File: src/rtl/blue_seq_ctrl_if.sv
// Instruction-memory read port and ALU operand/result bundle between the
// Blue sequencer (master) and the memory/ALU side (slave).
interface blue_seq_ctrl_if #(
   parameter int AW = 8
);
   logic          imem_en;
   logic [AW-1:0] imem_addr;
   logic [17:0]   imem_rdata;
   logic [15:0]   alu_ra;
   logic [15:0]   alu_rb;
   logic [15:0]   alu_ins;
   logic [15:0]   alu_ra_out;
   logic [15:0]   alu_rb_out;

   modport master (
      output imem_en, imem_addr, alu_ra, alu_rb, alu_ins,
      input  imem_rdata, alu_ra_out, alu_rb_out
   );

   modport slave (
      input  imem_en, imem_addr, alu_ra, alu_rb, alu_ins,
      output imem_rdata, alu_ra_out, alu_rb_out
   );
endinterface

File: src/rtl/blue_seq_ctrl.sv
// Fetch/execute sequencer for the Blue ALU: owns RA/RB and the PC, fetches
// 18-bit words, runs LDA/LDB/HALT itself and hands class-00 words to the ALU.
module blue_seq_ctrl #(
   parameter int AW = 8
) (
   input  logic            clk,
   input  logic            rst_n,
   input  logic            start,
   blue_seq_ctrl_if.master bus,
   output logic            busy,
   output logic            done,
   output logic            overrun,
   output logic [15:0]     ra_q,
   output logic [15:0]     rb_q,
   output logic [15:0]     instr_count
);
   typedef enum logic [1:0] {IDLE, FETCH, EXEC, DONE} state_t;

   localparam logic [AW-1:0] PC_LAST = '1;
   localparam logic [AW-1:0] PC_ONE  = AW'(1);

   state_t        state_reg, state_next;
   logic [AW-1:0] pc_reg, pc_next;
   logic [15:0]   ra_reg, ra_next;
   logic [15:0]   rb_reg, rb_next;
   logic [15:0]   cnt_reg, cnt_next;
   logic          ovr_reg, ovr_next;

   logic [1:0]    ins_class;
   logic [15:0]   payload;

   assign ins_class = bus.imem_rdata[17:16];
   assign payload   = bus.imem_rdata[15:0];

   always_ff @(posedge clk or negedge rst_n) begin
      if (!rst_n) begin
         state_reg <= IDLE;
         pc_reg    <= '0;
         ra_reg    <= '0;
         rb_reg    <= '0;
         cnt_reg   <= '0;
         ovr_reg   <= 1'b0;
      end else begin
         state_reg <= state_next;
         pc_reg    <= pc_next;
         ra_reg    <= ra_next;
         rb_reg    <= rb_next;
         cnt_reg   <= cnt_next;
         ovr_reg   <= ovr_next;
      end
   end

   // Kept apart from the next-state logic: the ALU results fed back into
   // ra_next/rb_next are combinational functions of this payload.
   assign bus.alu_ins = (state_reg == EXEC && ins_class == 2'b00) ? payload : 16'h0000;

   always_comb begin
      state_next = state_reg;
      pc_next    = pc_reg;
      ra_next    = ra_reg;
      rb_next    = rb_reg;
      cnt_next   = cnt_reg;
      ovr_next   = ovr_reg;
      busy       = 1'b0;
      done       = 1'b0;
      bus.imem_en = 1'b0;

      unique case (state_reg)
         IDLE: begin
            if (start) begin
               state_next = FETCH;
               pc_next    = '0;
               cnt_next   = '0;
               ovr_next   = 1'b0;
            end
         end
         FETCH: begin
            busy        = 1'b1;
            bus.imem_en = 1'b1;
            state_next  = EXEC;
         end
         EXEC: begin
            busy     = 1'b1;
            cnt_next = (cnt_reg == 16'hFFFF) ? cnt_reg : cnt_reg + 16'd1;
            unique case (ins_class)
               2'b00: begin
                  ra_next = bus.alu_ra_out;
                  rb_next = bus.alu_rb_out;
               end
               2'b01:   ra_next = payload;
               2'b10:   rb_next = payload;
               default: ;
            endcase
            // The last address still executes; the PC never wraps back to 0.
            if (ins_class == 2'b11) begin
               state_next = DONE;
            end else if (pc_reg == PC_LAST) begin
               ovr_next   = 1'b1;
               state_next = DONE;
            end else begin
               pc_next    = pc_reg + PC_ONE;
               state_next = FETCH;
            end
         end
         DONE: begin
            done       = 1'b1;
            state_next = IDLE;
         end
         default: state_next = IDLE;
      endcase
   end

   assign bus.imem_addr = pc_reg;
   assign bus.alu_ra    = ra_reg;
   assign bus.alu_rb    = rb_reg;
   assign ra_q          = ra_reg;
   assign rb_q          = rb_reg;
   assign instr_count   = cnt_reg;
   assign overrun       = ovr_reg;
endmodule

File: src/flat_wrapper.sv
// flat-port wrapper written by rule: the top's interface ports become plain ports
module blue_seq_ctrl_flat 
#(
   parameter int AW = 8
)
  (clk, rst_n, start, busy, done, overrun, ra_q, rb_q, instr_count, bus_imem_en, bus_imem_addr, bus_alu_ra, bus_alu_rb, bus_alu_ins, bus_imem_rdata, bus_alu_ra_out, bus_alu_rb_out);
  blue_seq_ctrl_if #(.AW(AW)) bus_i ();
  input  logic clk;
  input  logic rst_n;
  input  logic start;
  output logic busy;
  output logic done;
  output logic overrun;
  output logic [15:0] ra_q;
  output logic [15:0] rb_q;
  output logic [15:0] instr_count;
  output wire logic [$bits(bus_i.imem_en)-1:0] bus_imem_en;
  output wire logic [$bits(bus_i.imem_addr)-1:0] bus_imem_addr;
  output wire logic [$bits(bus_i.alu_ra)-1:0] bus_alu_ra;
  output wire logic [$bits(bus_i.alu_rb)-1:0] bus_alu_rb;
  output wire logic [$bits(bus_i.alu_ins)-1:0] bus_alu_ins;
  input wire logic [$bits(bus_i.imem_rdata)-1:0] bus_imem_rdata;
  input wire logic [$bits(bus_i.alu_ra_out)-1:0] bus_alu_ra_out;
  input wire logic [$bits(bus_i.alu_rb_out)-1:0] bus_alu_rb_out;
  assign bus_imem_en = bus_i.imem_en;
  assign bus_imem_addr = bus_i.imem_addr;
  assign bus_alu_ra = bus_i.alu_ra;
  assign bus_alu_rb = bus_i.alu_rb;
  assign bus_alu_ins = bus_i.alu_ins;
  assign bus_i.imem_rdata = bus_imem_rdata;
  assign bus_i.alu_ra_out = bus_alu_ra_out;
  assign bus_i.alu_rb_out = bus_alu_rb_out;
  blue_seq_ctrl #(.AW(AW)) u_core (.clk(clk), .rst_n(rst_n), .start(start), .bus(bus_i), .busy(busy), .done(done), .overrun(overrun), .ra_q(ra_q), .rb_q(rb_q), .instr_count(instr_count));
endmodule
File: config.mk
export PLATFORM = sky130hd
export DESIGN_NAME = blue_seq_ctrl_flat
export DESIGN_NICKNAME = d
export VERILOG_FILES = /design/src/rtl/blue_seq_ctrl_if.sv /design/src/rtl/blue_seq_ctrl.sv /design/src/flat_wrapper.sv
export SDC_FILE = /design/constraint.sdc
export NUM_CORES = 1
export LEC_CHECK = 0
export ABC_CLOCK_PERIOD_IN_PS = 2600
export BUFFER_PORTS_ARGS = -buffer_cell sky130_fd_sc_hd__buf_4
export CORE_MARGIN = 1.5
export CORE_UTILIZATION = 46
export DETAILED_ROUTE_END_ITERATION = 8
export PLACE_DENSITY = 0.79
export SYNTH_ARGS = -nofsm -noshare
export SYNTH_HDL_FRONTEND = slang
export SYNTH_SLANG_ARGS = --single-unit
File: constraint.sdc
create_clock -name clk -period 2.6 [get_ports clk]
set_clock_uncertainty 0.05 [all_clocks]
set_input_delay 0.13 -clock clk [delete_from_list [all_inputs] [get_ports clk]]
set_output_delay 0.13 -clock clk [all_outputs]
set_load 0.02 [all_outputs]
==> impl_metrics.yaml <==
run_status:
  status: "finished, final reports clean"
setup_path:
  cp.required_ns: 2.42
  r2r_setup_slack_ns: 0.47
  critical_path_depth: 8
  cpLargestDelayFamily: "buffers and inverters"
  ff2ff_path_depth: 5
  cp.arrival_ns: 1.98
  cp-start-kind: "flop"
  critPathKind: "flop to output port"
  crit_fanout: 16
  max_stage_delay_ns: 0.43
  regToRegStartpoint: "u_core.instr_count[0]"
  crit_path_cell_trace: "inv_1 > ha_1 > buf_4 > nand2b_1 > nor2_1 > buf_4 > and2_1 > buf_4"
  endpoint: "bus_alu_ins[10]"
  startpoint: "u_core.state_reg[0]"
  end_kind: "output port"
  reg2reg_to: "u_core.instr_count[0]"
  crit_top_cell: "buf_4"
  path_buf_inv: 4
  slowest_stage: "dfrtp_1"
cells_and_area:
  diodes: 0
  syn_to_final_growth_pct: 38.2
  drive_above_1_share: 0.388
  nets: 551
  finalInstanceArea_um2: 4760
sta:
  drv_slew: 0
  period_needed_ns: 2.16
  max_freq_mhz: 463
  relSlewSlack: 0.497
  finalCritPeriodShare: 0.831
  setup_tns_ns: 0
  rsz0062_at_grt: "no"
  final-setup-viol-count: 0
  hold_viol: 0
  whs_ns: 0.0302
  worst_pin_slew_ns: 0.755
floorplanning:
  io_pins: 161
  die_area_um2: 8020
  rows: 31
  core_um2: 7250
  die_y_um: 89.6
  die_w_um: 89.6
  initial_core_util: 0.475
cts:
  postCtsSetupRepairBufs: 0
  ctsLongestPathBuffers: 2
  postCtsHoldBufs: 1
  clk_pin_slew_worst_paths_ns: 0.07
  root_buffer: "clkbuf_8"
  clk_latency_ns: 0.34
  cts_sinks: 59
  cts_buffers: 9
  h-tree-depth: 3
  cts_tree: "built"
  cts_resized: 0
synthesis:
  synth_common_cells: "59 x dfrtp_1, 54 x nand2_1, 40 x o21ai_0, 36 x mux2i_1, 32 x buf_4"
  ys_top_cells_by_area: "dfrtp_1 43%, mux2i_1 10%, buf_4 7.0%, nand2_1 5.9%, o21ai_0 5.8%"
  synth_edf_count: 0
  avgSynthCellArea_um2: 9.49
  syn_area_um2: 3450
  synthDistinctLibCells: 47
  yosys.cell_count.top_type: "dfrtp_1"
  synth_async_sr_flop_share: 1.00
  synth_area_leader_cell: "dfrtp_1"
  synth.top_cell.area_share: 0.428
  yosys_register_bits: 59
  synth-seq-area-share: 0.428
  syn-num-nets: 422
  yosysWarnings: 0
  synth_cells: 363
  synth_top_flop_cell: "dfrtp_1"
global_route:
  grt_max_degree: 60
  track_usage: 0.241
  overflow: 0
  grt_pass1_wl_um: 14400
  antenna_found_initial: 0
  grt_pass1_vias: 2831
min_path:
  hp-class: "primary input to flop"
detailed_routing:
  num_vias: 3208
  drc: 0
  ant_nets: 0
  post_drt_wl_per_cell_um: 16.9
  vias_per_cell: 5.38
  dr.pass1.iters: 4
  drt-total-wl_um: 10000
  drtIter0Drc: 124
pwr:
  p_leak_nw: 2.44
  p_per_area_nw_per_um2: 1140
  irDropWorstVdd_mv: 0.479
run:
  maxCapViolations: 0
placed_design:
  placed_area_um2: 4510
  finalWeightedCongestion: 0.933
  hpwl_um: 7450
  port_buffers: 160
## area by class of cell
type / instances / area (um^2)
well taps: 99 / 124
inverters: 6 / 22.5
repair buffers: 169 / 1270
clock buffers: 11 / 141
flip-flops and latches: 59 / 1480
fillers: 583 / 2490
clock inverters: 5 / 100
multi-input cells: 247 / 1630
## cell families (layout without fill, tap and decap cells)
kind of cell | Yosys count | in the layout | synth area share
mux | 40 | 40 | 0.119
flops | 59 | 59 | 0.428
buf+inv | 57 | 191 | 0.0995
simple gates | 125 | 125 | 0.191
fa+ha+maj | 6 | 6 | 0.0218
compound gates | 76 | 76 | 0.139
## metal layers
| layer | track usage | wire length, um | vias to the layer above | part of all wire |
|---|---|---|---|---|
| li1 | - | - | 1515 | - |
| met1 | 0.290 | 4030 | 1526 | 0.40 |
| met2 | 0.423 | 5060 | 148 | 0.50 |
| met3 | 0.0499 | 763 | 19 | 0.076 |
| met4 | 0.0923 | 188 | 0 | 0.019 |
| met5 | 0 | 0 | - | 0 |
## placed cells by master (no fill, tap or decap), drive strengths merged, types with 2 or more instances in the layout
cell type,instances
nor4,4
o21a,2
a21oi,7
mux2,3
a221oi,2
nand3,8
nor2,9
a211oi,2
a21o,2
dfrtp,59
clkinv,2
ha,6
mux2i,37
a31oi,4
nand2b,3
a211o,2
nor3b,2
and2,17
nand3b,2
o221ai,4
and4,2
or4,2
nand2,54
o2bb2ai,3
clkbuf,11
and3,6
bufinv,3
o21ai,40
nand4,4
a41oi,3
nor3,8
inv,6
or3,3
buf,168
## metrics by stage
stage	util	instances	total power, mW	setup WS (ns)
global placement	0.622	579	4.33	0.609
detailed placement	0.622	579	4.40	0.519
CTS	0.657	596	5.45	0.443
global route	0.657	596	5.74	0.277
finish	0.657	596	5.42	0.440
floorplan	-	363	3.39	0.614
## worst min-delay path by stage
stage,from,end,slack [ns],depth (start not counted)
2_1_floorplan,rst_n,u_core.bus.alu_ra[0],-0.22,0
5_1_grt,bus_alu_rb_out[3],u_core.bus.alu_rb[3],0.04,3
4_1_cts,start,u_core.state_reg[0],0.02,3
6_report,bus_alu_rb_out[3],u_core.bus.alu_rb[3],0.03,3
3_3_place_gp,rst_n,u_core.bus.imem_addr[7],0.20,1
3_5_place_dp,rst_n,u_core.bus.imem_addr[1],0.20,1
## report_power, final
part / internal [mW] / total (mW) / switching [mW] / leakage, nW
Combinational: 1.15 / 2.77 / 1.62 / 1.54
Sequential: 1.25 / 1.61 / 0.367 / 0.768
Clock: 0.660 / 1.04 / 0.376 / 0.123
Total: 3.05 / 5.42 / 2.37 / 2.44
## tightest hold or removal path, cell delays in order
cell and delay, ns:
buf_4 0.08, mux2i_1 0.06, o21ai_0 0.13
No activity file was read; power rests on OpenSTA's default activity.
